## config.mk

```make
export PLATFORM = sky130hd
export DESIGN_NAME = rr_arb4
export DESIGN_NICKNAME = d
export VERILOG_FILES = /design/src/rtl/rr_arb4_pkg.sv /design/src/rtl/rr_arb4_pick.sv /design/src/rtl/rr_arb4.sv
export SDC_FILE = /design/constraint.sdc
export NUM_CORES = 1
export LEC_CHECK = 0
export CORE_AREA = 2 2 39 41
export CTS_BUF_LIST = sky130_fd_sc_hd__clkbuf_16
export DETAILED_ROUTE_END_ITERATION = 10
export DIE_AREA = 0 0 41 43
export GPL_TIMING_DRIVEN = 0
export PLACE_DENSITY = 0.75
export SYNTH_ARGS = -nofsm -noshare
export SYNTH_HDL_FRONTEND = slang
export SYNTH_HIERARCHICAL = 1
export SYNTH_SLANG_ARGS = --single-unit
```

## constraint.sdc

```tcl
create_clock -name clk -period 2.88 [get_ports clk]
set_clock_uncertainty 0.15 [all_clocks]
set_input_delay 0.864 -clock clk [delete_from_list [all_inputs] [get_ports clk]]
set_output_delay 0.864 -clock clk [all_outputs]
set_load 0.1 [all_outputs]
```

## src/rtl/rr_arb4_pkg.sv

```systemverilog
// Shared definitions for the rr_arb4 round-robin arbiter: state encoding,
// requester count and index width, plus a one-hot decode helper.
package rr_arb4_pkg;

  localparam int NREQ  = 4;
  localparam int IDX_W = 2;

  typedef enum logic {
    ST_IDLE  = 1'b0,
    ST_GRANT = 1'b1
  } state_t;

  function automatic logic [NREQ-1:0] onehot(input logic [IDX_W-1:0] idx);
    return NREQ'(1) << idx;
  endfunction

endpackage

```

## src/rtl/rr_arb4_pick.sv

```systemverilog
// rr_pick4: combinational rotating priority search. Returns the first set bit
// of (req & mask), starting at index 'start' and wrapping around.
module rr_pick4
  import rr_arb4_pkg::*;
(
  input  logic [NREQ-1:0]  req,
  input  logic [IDX_W-1:0] start,
  input  logic [NREQ-1:0]  mask,
  output logic             found,
  output logic [IDX_W-1:0] idx
);

  logic [NREQ-1:0]  cand_req;
  logic [IDX_W-1:0] cand;

  assign cand_req = req & mask;

  // Walk from the farthest offset down to offset 0 so the nearest hit wins.
  always_comb begin
    // NOTE: every combinationally driven variable gets a default before any
    // conditional assignment, otherwise synthesis infers a latch.
    found = 1'b0;
    idx   = start;
    cand  = start;
    for (int k = NREQ - 1; k >= 0; k--) begin
      cand = start + IDX_W'(k);
      if (cand_req[cand]) begin
        found = 1'b1;
        idx   = cand;
      end
    end
  end

endmodule

```

## src/rtl/rr_arb4.sv

```systemverilog
// rr_arb4: four-requester round-robin arbiter with locking grant driving a
// shared 4:1 mux select. Optional hold timeout enabled by ARB_TIMEOUT_EN.
module rr_arb4
  import rr_arb4_pkg::*;
#(
  parameter int MAX_HOLD = 16,
  parameter int CNT_W    = 4
) (
  input  logic        clk,
  input  logic        rst,
  input  logic [3:0]  req,
  output logic [3:0]  gnt,
  output logic [1:0]  sel,
  output logic        valid,
  output logic        timeout
);

  if (MAX_HOLD < 2 || (2 ** CNT_W) < MAX_HOLD) begin : g_bad_cfg
    $error("rr_arb4: need MAX_HOLD >= 2 and 2**CNT_W >= MAX_HOLD");
  end

  state_t           state, state_d;
  logic [IDX_W-1:0] last, last_d;
  logic [NREQ-1:0]  gnt_d;
  logic [IDX_W-1:0] sel_d;
  logic             new_grant;

  logic             pick_found;
  logic [IDX_W-1:0] pick_idx;
  logic [NREQ-1:0]  pick_mask;

  // The current owner is never a candidate while granted: when it has dropped
  // req the mask is moot, and a forced release must exclude it.
  assign pick_mask = (state == ST_GRANT) ? ~onehot(last) : '1;

  rr_pick4 u_pick (
    .req   (req),
    .start (last + IDX_W'(1)),
    .mask  (pick_mask),
    .found (pick_found),
    .idx   (pick_idx)
  );

`ifdef ARB_TIMEOUT_EN
  logic [CNT_W-1:0] cnt, cnt_d;
  logic             timeout_d;
`endif

  always_comb begin
    state_d   = state;
    last_d    = last;
    gnt_d     = gnt;
    sel_d     = sel;
    new_grant = 1'b0;
`ifdef ARB_TIMEOUT_EN
    cnt_d     = cnt;
    timeout_d = 1'b0;
`endif
    case (state)
      ST_IDLE: begin
        if (pick_found) new_grant = 1'b1;
      end
      ST_GRANT: begin
        if (!req[last]) begin
          if (pick_found) begin
            new_grant = 1'b1;
          end else begin
            state_d = ST_IDLE;
            gnt_d   = '0;
          end
        end
`ifdef ARB_TIMEOUT_EN
        else if (cnt == CNT_W'(MAX_HOLD - 1)) begin
          cnt_d = '0;
          if (pick_found) begin
            new_grant = 1'b1;
            timeout_d = 1'b1;
          end
        end else begin
          cnt_d = cnt + CNT_W'(1);
        end
`endif
      end
      default: state_d = ST_IDLE;
    endcase

    if (new_grant) begin
      state_d = ST_GRANT;
      gnt_d   = onehot(pick_idx);
      sel_d   = pick_idx;
      last_d  = pick_idx;
`ifdef ARB_TIMEOUT_EN
      cnt_d   = '0;
`endif
    end
  end

  // NOTE: state registers use non-blocking assignments so every flop samples
  // the pre-edge value of the others, independent of statement order.
  always_ff @(posedge clk) begin
    if (rst) begin
      state <= ST_IDLE;
      last  <= IDX_W'(NREQ - 1);
      gnt   <= '0;
      sel   <= '0;
    end else begin
      state <= state_d;
      last  <= last_d;
      gnt   <= gnt_d;
      sel   <= sel_d;
    end
  end

`ifdef ARB_TIMEOUT_EN
  always_ff @(posedge clk) begin
    if (rst) begin
      cnt     <= '0;
      timeout <= 1'b0;
    end else begin
      cnt     <= cnt_d;
      timeout <= timeout_d;
    end
  end
`else
  assign timeout = 1'b0;
`endif

  assign valid = |gnt;

endmodule

```

# --- After elaboration in Yosys (flattened, before gate mapping) ---
# Cells that the tools add are included.
totals:
  reg_bits: 9
  in_bits: 6
  output_inout_bits: 8
  elab_cells: 52
op_classes:
  addsub: 4
  magnitude_cmp: 5
  n_eq_ne: 2
  n_shift: 2
  mux: 29
  bitwise: 3
  n_reduce_logical: 3
ops:
  columns: ["op", "n"]
  rows:
  - ["$mux W4", 5]
  - ["$lt A2 B3 Y1 const B", 5]
  - ["$mux W1", 14]
  - ["$bmux W1 S2", 5]
  - ["$mux W2", 4]
  - ["$shl A1 B2 Y4 const A", 2]
  - ["$add A2 B1 Y2 const B", 2]
  - ["$add A2 B2 Y2 const B", 2]
  - ["$and A4 B4 Y4", 1]
  - ["$ne A2 B2 Y1 const B", 2]
  - ["$not A4 Y4", 1]
  - ["$reduce_or A4 Y1", 1]
  - ["$reduce_and A3 Y1", 1]
  - ["$pmux W1 S2", 1]
  - ["$reduce_bool A2 Y1", 1]
  - ["$not A1 Y1", 1]

# --- Longest topological paths before layout ---
logic_depth:
  word_depth: 15
  ltp_mapped: 9
  ltp_nobuf: 9

# --- Cells and area by module ---
# The synthesis kept the hierarchy.
modules_own_cells:
  columns: ["mod", "n_inst", "cells_per_inst", "area_each_um2", "seq_area_each_um2"]
  rows:
  - ["rr_arb4", 1, 50, 484.2, 180.2]
  - ["rr_pick4", 1, 18, 117.6, 0.0]

# --- Worst setup path after synthesis ---
# Ideal clock, no wire load.
synth_path:
  kind: "reg-to-output"
  startpoint: "register gnt[3]"
  endpoint: "output valid"
  arrival_ps: 1777
  required_ps: 1866
  path_slack_ps: 89
  stages_incl_launch_ff: 2
  path_buffers: 0
  path_cell_list: "dfxtp_1 > or4_1"
synth_between:
  elab_chain_len: 1
synth_lines:
  columns: ["item", "line_no", "rtl"]
  rows:
  - ["start: declaration", "rr_arb4.sv:12", "output logic [3:0] gnt,"]
  - ["start signal: assignment", "rr_arb4.sv:109", "gnt <= gnt_d;"]
  - ["$reduce_or A4 Y1", "rr_arb4.sv:128", "assign valid = |gnt;"]
  - ["end: declaration", "rr_arb4.sv:14", "output logic valid,"]
# No other way between the ends.

# --- Worst setup path after layout ---
layout_path:
  startpoint: "register gnt[1]"
  endpoint: "output gnt[1]"
# No word-level cell between the ends.

==> reports/qor.csv <==
metric,value,unit
status,finished clean,
grt_usage,0.192,
hold_violations,0,
setup_ws,126,ps
arrival,1740,ps
place_ws,-134,ps
hold_start,sel[0]$_SDFFE_PP0P_,
r2r_slack,510,ps
worstRegToRegCells,7,
max-cap-violations,0,
cts-buffers-inserted,3,
critical_path.max_fanout,3,
crit_family,buffers and inverters,
antenna_found_initial,0,
syn_to_final_growth,35.8,%
regToRegEndpoint,gnt[1]$_SDFFE_PP0P_,
die_y,43,um
min_path_type,flip-flop to flip-flop,
syn_avg_cell_area,8.85,um^2
clock_path_buffers,2,
yosys.area.top_type,dfxtp_1,
syn_inst,68,
setup_violations,0,
start_kind,flip-flop,
grt_pass1_vias,558,
rsz0062_at_grt,no,
synth_warnings,6,
cp.required,1870,ps
drt-total-wl,1330,um
end_kind,output port,
root_buffer,clkbuf_16,
grt_start_max_net_pins,11,
setup-tns-final,0,ps
cp_num_buf_inv,1,
max_freq,363,MHz
vias,580,
ys_ff_latch,9,
yosys.area.top_type_share,0.299,
period_minus_slack,2750,ps
io_buffers,11,
clkTransAtPathRegs,40,ps
final_max_slew_viol_count,0,
slowest_delay,1150,ps
cts_sinks,9,
htreeDepth,1,
drc,0,
drive_above_1_share,0.131,
min_to,sel[0]$_SDFFE_PP0P_,
viasPerCell,5.80,
postLayoutCellArea,817,um^2
layout.nets,95,
ctsHoldBuffers,0,
core,1380,um^2
path_cells,clkdlybuf4s50_1,
worst_pin_slew,968,ps
rows,14,
diodes,0,
gp_congestion,0.845,
io-pin-count,14,
relSlewSlack,0.353,
worstSkewPairLatency,230,ps
utilization,0.590,
netlist_top_cells_area,"dfxtp_1 (30%), ha_1 (8.3%), nand2_1 (5.6%)",
holdPathStages,2,
dpl_cell_area,732,um^2
syn-num-nets,78,
synth_area,602,um^2
grt-ovfl-total,0,
synth-seq-area-share,0.299,
critPathSlowestCell,clkdlybuf4s50_1,
yosys.cell_types.count,31,
ant_nets,0,
crit_type,flip-flop to output port,
die_w,41,um
timing.final.crit_share,0.956,
first_pass_iters,4,
cts_tree,done,
timing.rr.start,last[1]$_SDFFE_PP1P_,
wl_per_cell,13.3,um
drt_iter0_markers,24,
grt_pass1_wl,2260,um
start_util,0.435,
die-area,1760,um^2
==> kinds of logic (layout without fill, tap and decap cells) <==
kind of cell / count (synthesis) / in the layout / synth area share
fa+ha+maj: 4 / 4 / 0.0832
other cells: 1 / 1 / 0.00623
flops: 9 / 9 / 0.299
buf+inv: 6 / 22 / 0.0437
simple gates: 24 / 24 / 0.193
mux: 4 / 4 / 0.0832
compound gates: 20 / 20 / 0.291
==> worst max path at each step <==
stage                              startpoint                   to  slack, ps  depth (start not counted)
after floorplan           gnt[3]$_SDFFE_PP0P_                valid         90                          1
after global placement                 req[2]  gnt[0]$_SDFFE_PP0P_       -100                          6
after detailed placement               req[2]  gnt[0]$_SDFFE_PP0P_       -130                          6
after CTS                              req[2]  gnt[0]$_SDFFE_PP0P_        100                          6
after global routing                   req[2]  gnt[2]$_SDFFE_PP0P_         90                          6
final                     gnt[1]$_SDFFE_PP0P_               gnt[1]        130                          1
==> what timing repair did <==
item	4_1_cts	5_1_grt
pin swaps	0	1
gates resized for setup	1	0
setup endpoints to repair	1	3
setup buffers	0	1
==> metal layers <==
metal | wire [um] | up-vias | GRT usage
li1 | - | 280 | -
met1 | 590 | 276 | 0.243
met2 | 639 | 21 | 0.269
met3 | 77 | 3 | 0.0681
met4 | 20 | 0 | 0.113
met5 | 0 | - | 0
==> state kept, by name (all words and copies together) (netlist names) <==
name,flops
gnt,4
last,2
state,1
sel,2
==> metrics by stage <==
step	cells	hold WS, ps
floorplan	68	540
global placement	95	327
detailed placement	95	336
CTS	99	348
global route	100	378
finish	100	342
==> Yosys cell counts <==
cell / number
a211o_1: 2
a21oi_1: 2
a221oi_1: 1
a221oi_4: 1
a222oi_1: 1
a22o_1: 3
a22oi_1: 1
a22oi_2: 1
a32o_1: 1
a41o_1: 1
and2_1: 2
and3b_2: 1
buf_4: 1
clkbuf_1: 1
conb_1: 1
dfxtp_1: 9
ha_1: 4
inv_1: 4
mux2_4: 2
mux2i_1: 2
nand2_1: 9
nand3_1: 1
nor2_1: 6
nor2b_1: 1
nor3_1: 1
nor3b_1: 1
o21ai_0: 3
o22ai_1: 2
o2bb2ai_1: 1
or2_2: 1
or4_1: 1
==> layout by cell type, fill, tap and decap left out, drive strengths merged, types with 3 or more instances in the layout <==
master,count
o21ai,3
clkdlybuf4s50,10
dfxtp,9
ha,4
a22o,3
inv,5
nand2,9
clkbuf,4
nor2,6
==> cell type report <==
type	instances	area [um^2]
inverters	4	15.0
fillers	125	567
clock inverters	1	3.75
clock buffers	3	75.1
well taps	16	20.0
multi-input cells	53	395
flip-flops and latches	9	180
repair buffers	12	116
plain buffers	2	11.3
Power is not shown: default switching activity piles up to over one toggle a cycle in this logic, so the estimate is an artifact.
